==> config.mk <==
export PLATFORM = sky130hd
export DESIGN_NAME = seq_adder
export DESIGN_NICKNAME = d
export VERILOG_FILES = /design/src/rtl/seq_adder_pkg.sv /design/src/rtl/seq_adder_digit.sv /design/src/rtl/seq_adder.sv
export SDC_FILE = /design/constraint.sdc
export NUM_CORES = 1
export LEC_CHECK = 0
export ABC_CLOCK_PERIOD_IN_PS = 3380
export BUFFER_PORTS_ARGS = -buffer_cell sky130_fd_sc_hd__clkbuf_2
export CAP_MARGIN = 20
export CORE_MARGIN = 5
export CORE_UTILIZATION = 55
export DETAILED_ROUTE_END_ITERATION = 10
export PLACE_DENSITY = 0.8
export RECOVER_POWER = 50
export REMOVE_ABC_BUFFERS = 1
export SLEW_MARGIN = 0
export SYNTH_ARGS = -nofsm -noshare
export SYNTH_HDL_FRONTEND = slang
export SYNTH_HIERARCHICAL = 1
export SYNTH_SLANG_ARGS = --single-unit
==> constraint.sdc <==
create_clock -name clk -period 3.38 [get_ports clk]
set_clock_uncertainty 0.05 [all_clocks]
set_input_delay 0.676 -clock clk [delete_from_list [all_inputs] [get_ports clk]]
set_output_delay 0.676 -clock clk [all_outputs]
set_load 0.02 [all_outputs]
==> src/rtl/seq_adder_pkg.sv <==
// Shared types and sizing helpers for the digit-serial adder.
package seq_adder_pkg;

   typedef enum logic [1:0] {
      IDLE = 2'd0,
      BUSY = 2'd1,
      DONE = 2'd2
   } state_t;

   function automatic int unsigned calc_ndig(input int unsigned width, input int unsigned digit);
      return width / digit;
   endfunction

   // Counter must index digits 0..n-1 and never collapse to zero bits.
   function automatic int unsigned cnt_width(input int unsigned n);
      return (n <= 1) ? 1 : $clog2(n);
   endfunction

endpackage

==> src/rtl/seq_adder_digit.sv <==
// One DIGIT-bit ripple-carry slice; with SEQ_ADDER_APPROX_EN an OR path
// replaces the add for approximated digits.
module seq_adder_digit #(
   parameter int unsigned DIGIT = 4
) (
   input  logic [DIGIT-1:0] a,
   input  logic [DIGIT-1:0] b,
   input  logic             ci,
`ifdef SEQ_ADDER_APPROX_EN
   input  logic             approx,
`endif
   output logic [DIGIT-1:0] s,
   output logic             co
);

   logic [DIGIT:0] c;

   always_comb begin
      c    = '0;
      s    = '0;
      c[0] = ci;
      for (int i = 0; i < DIGIT; i++) begin
         s[i]   = a[i] ^ b[i] ^ c[i];
         c[i+1] = (a[i] & b[i]) | (c[i] & (a[i] ^ b[i]));
      end
      co = c[DIGIT];
`ifdef SEQ_ADDER_APPROX_EN
      // Approximated digits neither consume nor produce a carry.
      if (approx) begin
         s  = a | b;
         co = 1'b0;
      end
`endif
   end

endmodule

==> src/rtl/seq_adder.sv <==
// Digit-serial adder: DIGIT bits per clock, valid/ready on both sides.
// Optional approximate low digits under SEQ_ADDER_APPROX_EN.
module seq_adder
   import seq_adder_pkg::*;
#(
   parameter int unsigned WIDTH = 16,
   parameter int unsigned DIGIT = 4
) (
   input  logic             clk,
   input  logic             rst_n,
   input  logic             in_valid,
   output logic             in_ready,
   input  logic [WIDTH-1:0] a,
   input  logic [WIDTH-1:0] b,
   input  logic             cin,
`ifdef SEQ_ADDER_APPROX_EN
   input  logic [$clog2(WIDTH/DIGIT+1)-1:0] approx_k,
`endif
   output logic             out_valid,
   input  logic             out_ready,
   output logic [WIDTH-1:0] sum,
   output logic             cout
);

   localparam int unsigned NDIG = calc_ndig(WIDTH, DIGIT);
   localparam int unsigned CW   = cnt_width(NDIG);

   generate
      if ((WIDTH % DIGIT) != 0) begin : g_bad_digit
         $error("seq_adder: WIDTH must be a multiple of DIGIT");
      end
   endgenerate

   state_t           state_q, state_nxt;
   logic [WIDTH-1:0] a_q, b_q, sum_q, sum_shift;
   logic [CW-1:0]    cnt_q;
   logic             carry_q, cout_q, in_ready_q, out_valid_q;
   logic [DIGIT-1:0] dsum;
   logic             dco;
   logic             last_c;

   assign last_c = (cnt_q == CW'(NDIG - 1));

`ifdef SEQ_ADDER_APPROX_EN
   localparam int unsigned KW = $clog2(NDIG + 1);
   logic [KW-1:0] k_q;
   logic          approx_c;
   assign approx_c = (KW'(cnt_q) < k_q);
`endif

   seq_adder_digit #(.DIGIT(DIGIT)) u_digit (
      .a      (a_q[DIGIT-1:0]),
      .b      (b_q[DIGIT-1:0]),
      .ci     (carry_q),
`ifdef SEQ_ADDER_APPROX_EN
      .approx (approx_c),
`endif
      .s      (dsum),
      .co     (dco)
   );

   // New digit enters at the MSB end so the result is aligned after NDIG steps.
   generate
      if (NDIG == 1) begin : g_one
         assign sum_shift = dsum;
      end else begin : g_many
         assign sum_shift = {dsum, sum_q[WIDTH-1:DIGIT]};
      end
   endgenerate

   always_ff @(posedge clk or negedge rst_n) begin
      if (!rst_n) begin
         state_q     <= IDLE;
         in_ready_q  <= 1'b1;
         out_valid_q <= 1'b0;
      end else begin
         state_q     <= state_nxt;
         in_ready_q  <= (state_nxt == IDLE);
         out_valid_q <= (state_nxt == DONE);
      end
   end

   always_comb begin
      state_nxt = state_q;
      case (state_q)
         IDLE:    if (in_valid)  state_nxt = BUSY;
         BUSY:    if (last_c)    state_nxt = DONE;
         DONE:    if (out_ready) state_nxt = IDLE;
         default:                state_nxt = IDLE;
      endcase
   end

   // Operand capture and one digit step per BUSY cycle.
   always_ff @(posedge clk or negedge rst_n) begin
      if (!rst_n) begin
         a_q     <= '0;
         b_q     <= '0;
         sum_q   <= '0;
         cnt_q   <= '0;
         carry_q <= 1'b0;
         cout_q  <= 1'b0;
`ifdef SEQ_ADDER_APPROX_EN
         k_q     <= '0;
`endif
      end else begin
         case (state_q)
            IDLE: begin
               if (in_valid) begin
                  a_q     <= a;
                  b_q     <= b;
                  carry_q <= cin;
                  cnt_q   <= '0;
`ifdef SEQ_ADDER_APPROX_EN
                  k_q     <= (approx_k > KW'(NDIG)) ? KW'(NDIG) : approx_k;
`endif
               end
            end
            BUSY: begin
               a_q     <= a_q >> DIGIT;
               b_q     <= b_q >> DIGIT;
               sum_q   <= sum_shift;
               carry_q <= dco;
               cnt_q   <= cnt_q + CW'(1);
               if (last_c) cout_q <= dco;
            end
            default: ;
         endcase
      end
   end

   assign in_ready  = in_ready_q;
   assign out_valid = out_valid_q;
   assign sum       = sum_q;
   assign cout      = cout_q;

endmodule
# Yosys cells after proc, flatten, opt, wreduce, memory -nomap -nowiden

Cells that the tools add are included.

Logic and storage cells: 52
Output and inout bits: 19
Flip-flop bits (word level): 56
Bits of input ports: 37

$add $sub $neg: 1
Bitwise logic cells: 20
Reduce and logical (&&, ||, !) cells: 5
Multiplexer cells: 12
Equality and inequality tests: 5

Operators by type and width:

| cell                | count |
|---|---|
| $pmux 16 s2         | 2 |
| $mux 16             | 2 |
| $and 1x1->1         | 8 |
| $mux 2              | 4 |
| $xor 1x1->1         | 8 |
| $eq 2x2->1 const B  | 3 |
| $pmux 2 s3          | 1 |
| $logic_not 2->1     | 2 |
| $or 1x1->1          | 4 |
| $pmux 2 s2          | 1 |
| $reduce_and 2->1    | 2 |
| $add 2x1->2 const B | 1 |
| $eq 2x1->1 const B  | 1 |
| $ne 2x2->1 const B  | 1 |
| $pmux 1 s2          | 1 |
| $reduce_bool 2->1   | 1 |
| $mux 1              | 1 |

# Logic depth before layout (Yosys ltp)

Gate-level depths: netlist (run 1).

Depth in word-level cells: 10
Depth in mapped cells: 10
Depth with buffers taken out: 10

# Hierarchy

The synthesis (run 1) kept the hierarchy.

By module, submodules not included:

| module          | cells each | area each (µm²) | times used | seq. area each (µm²) |
|---|---|---|---|---|
| seq_adder       | 246        | 2,597.5         | 1          | 1,402.6 |
| seq_adder_digit | 14         | 117.6           | 1          | 0.0 |

# Least setup slack after synthesis (run 1)

No wires, ideal clock.

Path type: register to register
Start point: register a_q[0]
End point: register sum_q[15] (netlist: sum[15])
Path slack: 1.270 ns
Required time: 3.265 ns
Period minus slack after synthesis: 2.110 ns
Cell stages (with the launch flop): 11
Arrival: 1.995 ns
Path through: dfrtp_1 > fa_1 > inv_1 > fa_1 > inv_1 > fa_1 > inv_1 > fa_1 > inv_1 > nand2_1 > nand2_1

Longest elaborated chain between the ends: 8
Elaborated cells on any way between the ends: 9
Those cells by class: bitwise: 9

Ends and longest elaborated chain:

| item                   | line                  | RTL |
|---|---|---|
| from (decl)            | seq_adder.sv:35       | `logic [WIDTH-1:0] a_q, b_q, sum_q, sum_shift;` |
| from (signal assigned) | seq_adder.sv:119      | `a_q <= a_q >> DIGIT;` |
| $xor 1x1->1            | seq_adder_digit.sv:24 | `c[i+1] = (a[i] & b[i]) \| (c[i] & (a[i] ^ b[i]));` |
| $and 1x1->1            | seq_adder_digit.sv:24 |  |
| $or 1x1->1 *           | seq_adder_digit.sv:24 |  |
| $and 1x1->1 *          | seq_adder_digit.sv:24 |  |
| $or 1x1->1 *           | seq_adder_digit.sv:24 |  |
| $and 1x1->1 *          | seq_adder_digit.sv:24 |  |
| $or 1x1->1 *           | seq_adder_digit.sv:24 |  |
| $xor 1x1->1 *          | seq_adder_digit.sv:23 | `s[i] = a[i] ^ b[i] ^ c[i];` |
| via dsum[3]            | seq_adder.sv:38       | `logic [DIGIT-1:0] dsum;` |
| to (signal assigned)   | seq_adder.sv:121      | `sum_q <= sum_shift;` |
| to (decl)              | seq_adder.sv:35       |  |

Mark *: on every way through the listed nets, which the timed path passes. The rest lies on a longest branch.
A chain may end at the register's enable or synchronous reset.

# Worst setup path after layout (run 1)

Start point: register state_q[0]
End point: register b_q[7]

Longest elaborated chain between the ends: 3
Elaborated cells on any way between the ends: 6
Those cells by class: eq/ne: 2; mux: 1; reduce/logical: 3

Ends and longest elaborated chain:

| item                                                                    | line             | RTL |
|---|---|---|
| from (decl)                                                             | seq_adder.sv:34  | `state_t state_q, state_nxt;` |
| from (signal assigned)                                                  | seq_adder.sv:77  | `state_q <= state_nxt;` |
| $eq 2x1->1 / $logic_not 2->1 (equally long branches)                    | seq_adder.sv:106 | `case (state_q)` |
| $reduce_bool 2->1 (no source line) / $ne 2x2->1 (equally long branches) | --               |  |
| $reduce_and 2->1 (no source line)                                       | --               |  |
| to (signal assigned)                                                    | seq_adder.sv:120 | `b_q <= b_q >> DIGIT;` |
| to (decl)                                                               | seq_adder.sv:35  |  |

Several ways; a longest one is shown, not always the timed one.

==> summary.txt, run 1 <==
Critical path
  – Worst setup startpoint: state_q[0]
  – RR Startpoint: state_q[0]
  – CP Max Fanout: 20
  – Critical path class: reg2reg
  – Critical Path Sink Type: flip-flop
  – Critical path data arrival time: about 2.5 ns
  – Startpoint types: flip-flop
  – CP Data Required Time: 3.58 ns

Clocking
  – CTS tree: yes
  – CTS Sinks: 56
  – CTS resizes: 0
  – Reg clk slew, reported paths: 0.10 ns
  – H-tree Lvls: 2
  – Post-CTS Repair Setup Buffers: 0
  – CTS root buf: clkbuf_8
  – Hold_buf cts: 0
  – Max clock buf depth: 2
  – CTS buffer count: 5
  – Clk_lat worst skew: slightly above 0.3 ns

Final layout
  – Final nets: 352
  – Final core occ: between 60% and 70%
  – Number of diodes: 0
  – Filler cell count: 431
  – Design Area, Final: 3070 sq um
  – Area Overhead vs Synth: 12.9%
  – Fraction of layout cells with a size suffix above 1: 27.3%

Pwr
  – P_leak: 1.44 nW
  – Power Density: 995 nW/um^2
  – Combinational cell fraction of total power: 45.6%
  – Internal: 1.71 mW
  – Peak supply drop: around 0.42 mV
  – NetSw: 1.35 mW
  – Switching share of total power: 44.1%
  – Sequential fraction of design power: 41.9%
  – Clock share of power: approximately an eighth

Detailed routing
  – Via density: 5.59
  – Via count: roughly 2100
  – First drt pass iteration count: 4
  – Routed Antenna Nets: 0
  – DRC: 0
  – WL final: 5700 um
  – WL/cell: between 15 and 20 um
  – Drt initial violations: 130

Logic synthesis
  – Synthesis-stage register bit count: 56
  – Async S/R FF share, synth: 100%
  – Post-synth top area share: 50.7%
  – Synth top cells by count: 59 x nand2_1, 55 x dfrtp_1, 26 x nor2_1
  – Biggest area consumer among synthesized cells: dfrtp_1
  – Most used DFF post-synth: dfrtp_1
  – Syn Std Cell Area: 2720 sq um
  – Synthesized area per cell: 10.4 sq um
  – Post-synth EDFFs: 0
  – Unique cell type count in the Yosys netlist: 25
  – Area contributors post-synth: dfrtp_1 51%, o32ai_2 12%, nand2_1 8.2%
  – Sequential area share after synthesis: roughly 52%
  – Gate Count Post-Synth: 260
  – Yosys warning count: 6
  – Most common cell in the netlist: nand2_1

Die
  – Die Ht: between 80 and 90 um
  – I/O pin count: 56
  – Core area: 4750 sq um
  – Initial Util: 57.1%
  – # rows: 25
  – Die Area: 6440 sq um
  – DIE WIDTH: about 80 um

Global routing
  – Initial antenna violation count: 0
  – Vias in the first global route: a little over 2000
  – Global-route wire length before repair: 9660 um
  – Grt ovf: 0
  – Gr usage total: about a fifth
  – Largest net degree at the start of global routing: 35

Min path
  – Min-Delay Startpoint: sum[0]
  – HP Class: reg2reg

Timing
  – Worst slew pin tran: about 1.5 ns
  – Period minus WS final: about 2.3 ns
  – RSZ-0062 raised after global routing: no
  – Worst setup margin: 1.11 ns
  – Max Freq: 440 MHz
  – Part of the cycle the worst path needs: 67.3%
  – Final setup fails: 0
  – Slew Viols, Final: 0
  – Relative slew slack: less than 1%
  – Hold Vio Cnt, Final: 0
  – Post-route setup TNS: 0 ns

Placed design
  – IO buf count: 55
  – Post-DP Area: around 3000 sq um
  – Gpl congestion: slightly above 0.8
  – DP HPWL: around 4000 um
  – DP Worst Slack: around 1.1 ns

Flow run
  – Max-cap violation count: 1

Status
  – Failing checks: max-capacitance violations
  – Status: finished, violations left
cell usage in the layout (no fill, tap or decap), drive strengths merged, types with 2 or more instances in the layout:
master	instances
nor2	26
o32ai	25
nand2	59
nand2b	5
o21ai	21
dfrtp	55
buf	7
nor2b	2
o22ai	25
clkbuf	63
clkinv	2
inv	11
fa	4
through the flow:
step | total power, mW | std cells | hold slack [ns]
after floorplan | 2.24 | 239 | 0.330
after global placement | 2.62 | 370 | 0.406
after detailed placement | 2.70 | 370 | 0.412
after CTS | 3.08 | 378 | 0.369
after global routing | 3.31 | 378 | 0.461
final | 3.05 | 378 | 0.428
flip-flops by register name (all words and copies together), names as in the netlist, 2 cells and up:
name / cells
cnt_q: 2
state_q: 2
a_q: 16
b_q: 16
sum: 16
cell type report:
type | instances | area (sq um) | share of cell area [%]
Clock buffer | 6 | 82.6 | 2.69
Multi-Input combinational cell | 172 | 1120 | 36.6
Inverter | 11 | 41.3 | 1.35
Timing Repair Buffer | 64 | 325 | 10.6
Tap cell | 67 | 83.8 | 2.73
Sequential cell | 56 | 1400 | 45.7
Clock inverter | 2 | 10.0 | 0.326
kinds of logic (layout without fill, tap and decap cells):
group	after synthesis	in the layout	share of synthesized area, %
muxes	1	1	0.553
buffers and inverters	32	83	7.05
AOI/OAI and AO/OA	73	73	23.7
and+or+nand+nor	93	93	13.6
adders and majority gates	5	5	3.41
DFF	56	56	51.7
path summary, 6_finish.rpt:
path / end / slack, ns / depth (start not counted)
min in group asynchronous: sum[3] / 0.65 / 1
worst max-delay path: b_q[7] / 1.11 / 4
worst min register to register: sum[0] / 0.43 / 2
max in group asynchronous: b_q[9] / 1.27 / 2
worst max register to register: b_q[7] / 1.11 / 4
worst min-delay path: sum[0] / 0.43 / 2
layer usage:
layer / global-route usage (%) / part of all wire (%)
met1: 26.1 / 46
met2: 30.2 / 47
met3: 5.04 / 5.9
met4: 5.57 / 0.84
met5: 0 / 0
power by group through the flow:
stage / logic (mW) / clock network (mW) / registers (mW)
floorplan: 0.844 / 0 / 1.39
global placement: 1.35 / 0 / 1.28
detailed placement: 1.41 / 0 / 1.29
CTS: 1.41 / 0.389 / 1.28
global route: 1.57 / 0.407 / 1.33
finish: 1.39 / 0.382 / 1.28
critical path, stage by stage, from the launching register on:
cell,delay (ns)
dfrtp_1,0.72
or2_0,0.74
buf_4,0.41
o32ai_1,0.14
nor2_1,0.15
Power figures use the tool's default switching activity.
==> run 2, diff against run 1 <==
Settings changed: ABC_AREA from default to 1, ABC_CLOCK_PERIOD_IN_PS 3380 to 2250, CORE_UTILIZATION 55 to 54, PLACE_DENSITY 0.8 to 0.79.
Clock period 3.38 ns to 2.25 ns, I/O delays scaled along.
==> run 2 against run 1 <==
Net effect: the flow now finishes without violations; combinational power up 79%; fmax up 4.4%; worst hold slack worse by 0.14 ns; power up 57%; core utilization up 0.67 points; sequential power up 37%; setup slack worse by 1.0 ns; via count up 7.6%; area after synthesis up 0.55%; critical endpoint is now sum[15].
==> summary.txt, run 2 <==
Status
  – Status: complete, no violations (was finished, violations left)

Detailed routing
  – Via density: 4.92 (was 5.59)
  – WL final: 5480 um (was 5700 um)
  – First drt pass iteration count: 5 (was 4)
  – Routed Antenna Nets: 0 (unchanged)
  – WL/cell: 11.9 um (was 15.1 um)
  – Via count: 2274 (was 2114)
  – Drt initial violations: 120 (was 130)
  – DRC: 0 (unchanged)

Timing
  – Max Freq: 459 MHz (was 440 MHz)
  – Worst slew pin tran: 1.32 ns (was 1.50 ns)
  – Slew Viols, Final: 0 (unchanged)
  – Worst setup margin: 0.0713 ns (was 1.11 ns)
  – Part of the cycle the worst path needs: 96.8% (was 67.3%)
  – Relative slew slack: 12.2% (was 0.0193%)
  – Hold Vio Cnt, Final: 0 (unchanged)
  – Final setup fails: 0 (unchanged)
  – Period minus WS final: 2.18 ns (was 2.27 ns)
  – RSZ-0062 raised after global routing: yes (was no)

Clocking
  – Reg clk slew, reported paths: 0.10 ns (about the same)
  – Hold_buf cts: 0 (unchanged)
  – CTS root buf: clkbuf_8 (unchanged)
  – CTS Sinks: 56 (unchanged)
  – CTS buffer count: 5 (unchanged)
  – Clk_lat worst skew: 0.31 ns (about the same)
  – Max clock buf depth: 2 (unchanged)
  – CTS tree: yes (unchanged)
  – H-tree Lvls: 2 (unchanged)

Die
  – Core area: 4820 sq um (was 4750 sq um)
  – DIE WIDTH: 81.1 um (was 80.3 um)
  – Die Ht: 81.1 um (was 80.3 um)
  – Initial Util: 56.7% (was 57.1%)
  – Die Area: 6580 sq um (was 6440 sq um)
  – # rows: 25 (unchanged)
  – I/O pin count: 56 (unchanged)

Critical path
  – Reg2Reg Setup Slack: 0.07 ns (was 1.11 ns)
  – Critical path class: reg2reg (unchanged)
  – Startpoint types: flip-flop (unchanged)
  – Critical Path Sink Type: flip-flop (unchanged)
  – CP Data Required Time: 2.46 ns (was 3.58 ns)
  – RR Startpoint: carry_q (was state_q[0])
  – Critical path data arrival time: 2.39 ns (was 2.47 ns)
  – CP Max Fanout: 2 (was 20)
  – Worst r2r path cells: 10 (was 4)
  – Worst reg2reg endpoint: sum[15] (was b_q[7])

Pwr
  – Combinational cell fraction of total power: 52.1% (was 45.6%)
  – Internal: 2.60 mW (was 1.71 mW)
  – Total power: 4.78 mW (was 3.05 mW)
  – Clock share of power: 11.1% (was 12.5%)
  – Switching share of total power: 45.6% (was 44.1%)
  – P_leak: 1.80 nW (was 1.44 nW)
  – Sequential fraction of design power: 36.9% (was 41.9%)
  – NetSw: 2.18 mW (was 1.35 mW)
  – Peak supply drop: 0.614 mV (was 0.418 mV)
  – Power Density: 1520 nW/um^2 (was 995 nW/um^2)

Global routing
  – Vias in the first global route: 2086 (was 2044)
  – Initial antenna violation count: 0 (unchanged)
  – Gr usage total: 17.9% (was 19.2%)
  – Largest net degree at the start of global routing: 57 (was 35)
  – Grt ovf: 0 (unchanged)
  – Global-route wire length before repair: 9200 um (was 9660 um)

Logic synthesis
  – Unique cell type count in the Yosys netlist: 21 (was 25)
  – Sequential area share after synthesis: 51.4% (was 51.7%)
  – Syn Std Cell Area: 2730 sq um (was 2720 sq um)
  – Most common cell in the netlist: nand2_1 (unchanged)
  – Synthesized area per cell: 7.94 sq um (was 10.4 sq um)
  – Async S/R FF share, synth: 100% (unchanged)
  – Synthesis-stage register bit count: 56 (unchanged)
  – Synth top cells by count: 84 x nand2_1, 76 x nand3_1, 68 x inv_1 (was 59 x nand2_1, 55 x dfrtp_1, 26 x nor2_1)
  – Area contributors post-synth: dfrtp_1 50%, nand3_1 14%, nand2_1 12% (was dfrtp_1 51%, o32ai_2 12%, nand2_1 8.2%)
  – Post-synth top area share: 50.4% (was 50.7%)
  – Yosys warning count: 6 (unchanged)
  – Most used DFF post-synth: dfrtp_1 (unchanged)
  – Post-synth EDFFs: 0 (unchanged)
  – Gate Count Post-Synth: 344 (was 260)
  – Biggest area consumer among synthesized cells: dfrtp_1 (unchanged)

Final layout
  – Fraction of layout cells with a size suffix above 1: 20.0% (was 27.3%)
  – Commonest non-fill, non-tap cell in the layout: nand2_1 (unchanged)
  – Number of diodes: 0 (unchanged)
  – Register area: 1400 sq um (unchanged)
  – Most frequent cells in the layout: 84 x nand2_1, 76 x nand3_1, 66 x inv_1 (was 59 x nand2_1, 55 x dfrtp_1, 47 x clkbuf_2)
  – Multi-input logic area: 972 sq um (was 1120 sq um)
  – Final nets: 436 (was 352)
  – Filler cell count: 445 (was 431)
  – Area Overhead vs Synth: 15.0% (was 12.9%)

Min path
  – Min-Delay Startpoint: b[15] (was sum[0])
  – Worst Hold Depth: 3 (was 2)
  – Hold EP: b_q[15] (was sum[0])
  – HP Class: in2reg (was reg2reg)

Flow run
  – Max-cap violation count: 0 (was 1)

Placed design
  – IO buf count: 55 (unchanged)
  – Gpl congestion: 0.745 (was 0.830)
  – DP HPWL: 3660 um (was 3970 um)
  – DP Worst Slack: -0.00111 ns (was 1.12 ns)
## run 2: cell types whose count changed in the layout (fill, tap and decap cells not counted), sizes merged, moves of 5 or more
cell    delta
o22ai     -25
o32ai     -25
nand3     +76
inv       +58
nand2     +26
nor2      -22
nand2b     -5
## run 2: power groups by stage
stage / Clock [mW] / Sequential (mW) / Combinational (mW)
floorplan: 0 / 1.97 / 1.52
global placement: 0 / 1.75 / 2.38
detailed placement: 0 / 1.78 / 2.48
CTS: 0.538 / 1.76 / 2.49
global route: 0.577 / 1.81 / 2.87
finish: 0.529 / 1.76 / 2.49
## run 2: critical path, stage by stage (launching register included)
cell     delay, ns
dfrtp_1       0.42
fa_2          0.39
inv_2         0.06
fa_1          0.15
inv_1         0.05
fa_2          0.33
inv_2         0.07
fa_1          0.41
inv_1         0.07
nand2_1       0.05
nand2_1       0.07
## run 2: final cells by class
cell class / count / area share, %
flip-flops and latches: 56 / 44.7
multi-input cells: 198 / 31.0
repair buffers: 64 / 10.8
inverters: 69 / 8.25
well taps: 67 / 2.67
clock buffers: 7 / 2.43
clock inverters: 1 / 0.159
## run 2: logic make-up after synthesis
group / count (synthesis) / synth area share, %
flip-flops: 56 / 51.4
AO/OA/AOI/OAI: 27 / 5.22
buffers and inverters: 90 / 13.2
AND/OR/NAND/NOR: 166 / 26.8
adder cells (fa/ha/maj): 5 / 3.39
## run 2: what timing repair did
action / 4_1_cts / 5_1_grt
buffers inserted: 0 / 1
pin swaps: 0 / 2
endpoints found under the setup margin: 1 / 2
endpoints found under the hold margin: 0 / 0
resized for setup: 1 / 3
## run 2: worst max path at each step
stage	cells after the start	slack [ns]	endpoint	startpoint
after floorplan	3	-0.32	a_q[15]	state_q[0]
final	10	0.07	sum[15]	carry_q
after detailed placement	10	-0.001	sum[15]	a_q[0]
after global routing	10	-0.03	sum[15]	carry_q
after CTS	10	0.007	sum[15]	a_q[0]
after global placement	10	0.08	sum[15]	a_q[0]
## run 2: layer usage
metal | track usage [%] | vias to the layer above | wire length [um]
met5 | 0 | - | 0
met4 | 5.24 | 0 | 60
met3 | 4.10 | 7 | 327
met2 | 28.4 | 63 | 2580
met1 | 24.5 | 1052 | 2510
li1 | - | 1152 | -
## run 2: through the flow
stage          std cells  hold slack (ns)  util (%)  TNS (ns)  cell area [sq um]
3_5_place_dp         453            0.427      63.3  -0.00111               3050
2_1_floorplan        323            0.104         -    -10.54               2630
5_1_grt              462            0.290      65.2   -0.0261               3140
6_report             462            0.288      65.2         0               3140
3_3_place_gp         453            0.412      63.3         0               3050
4_1_cts              461            0.238      65.0         0               3130
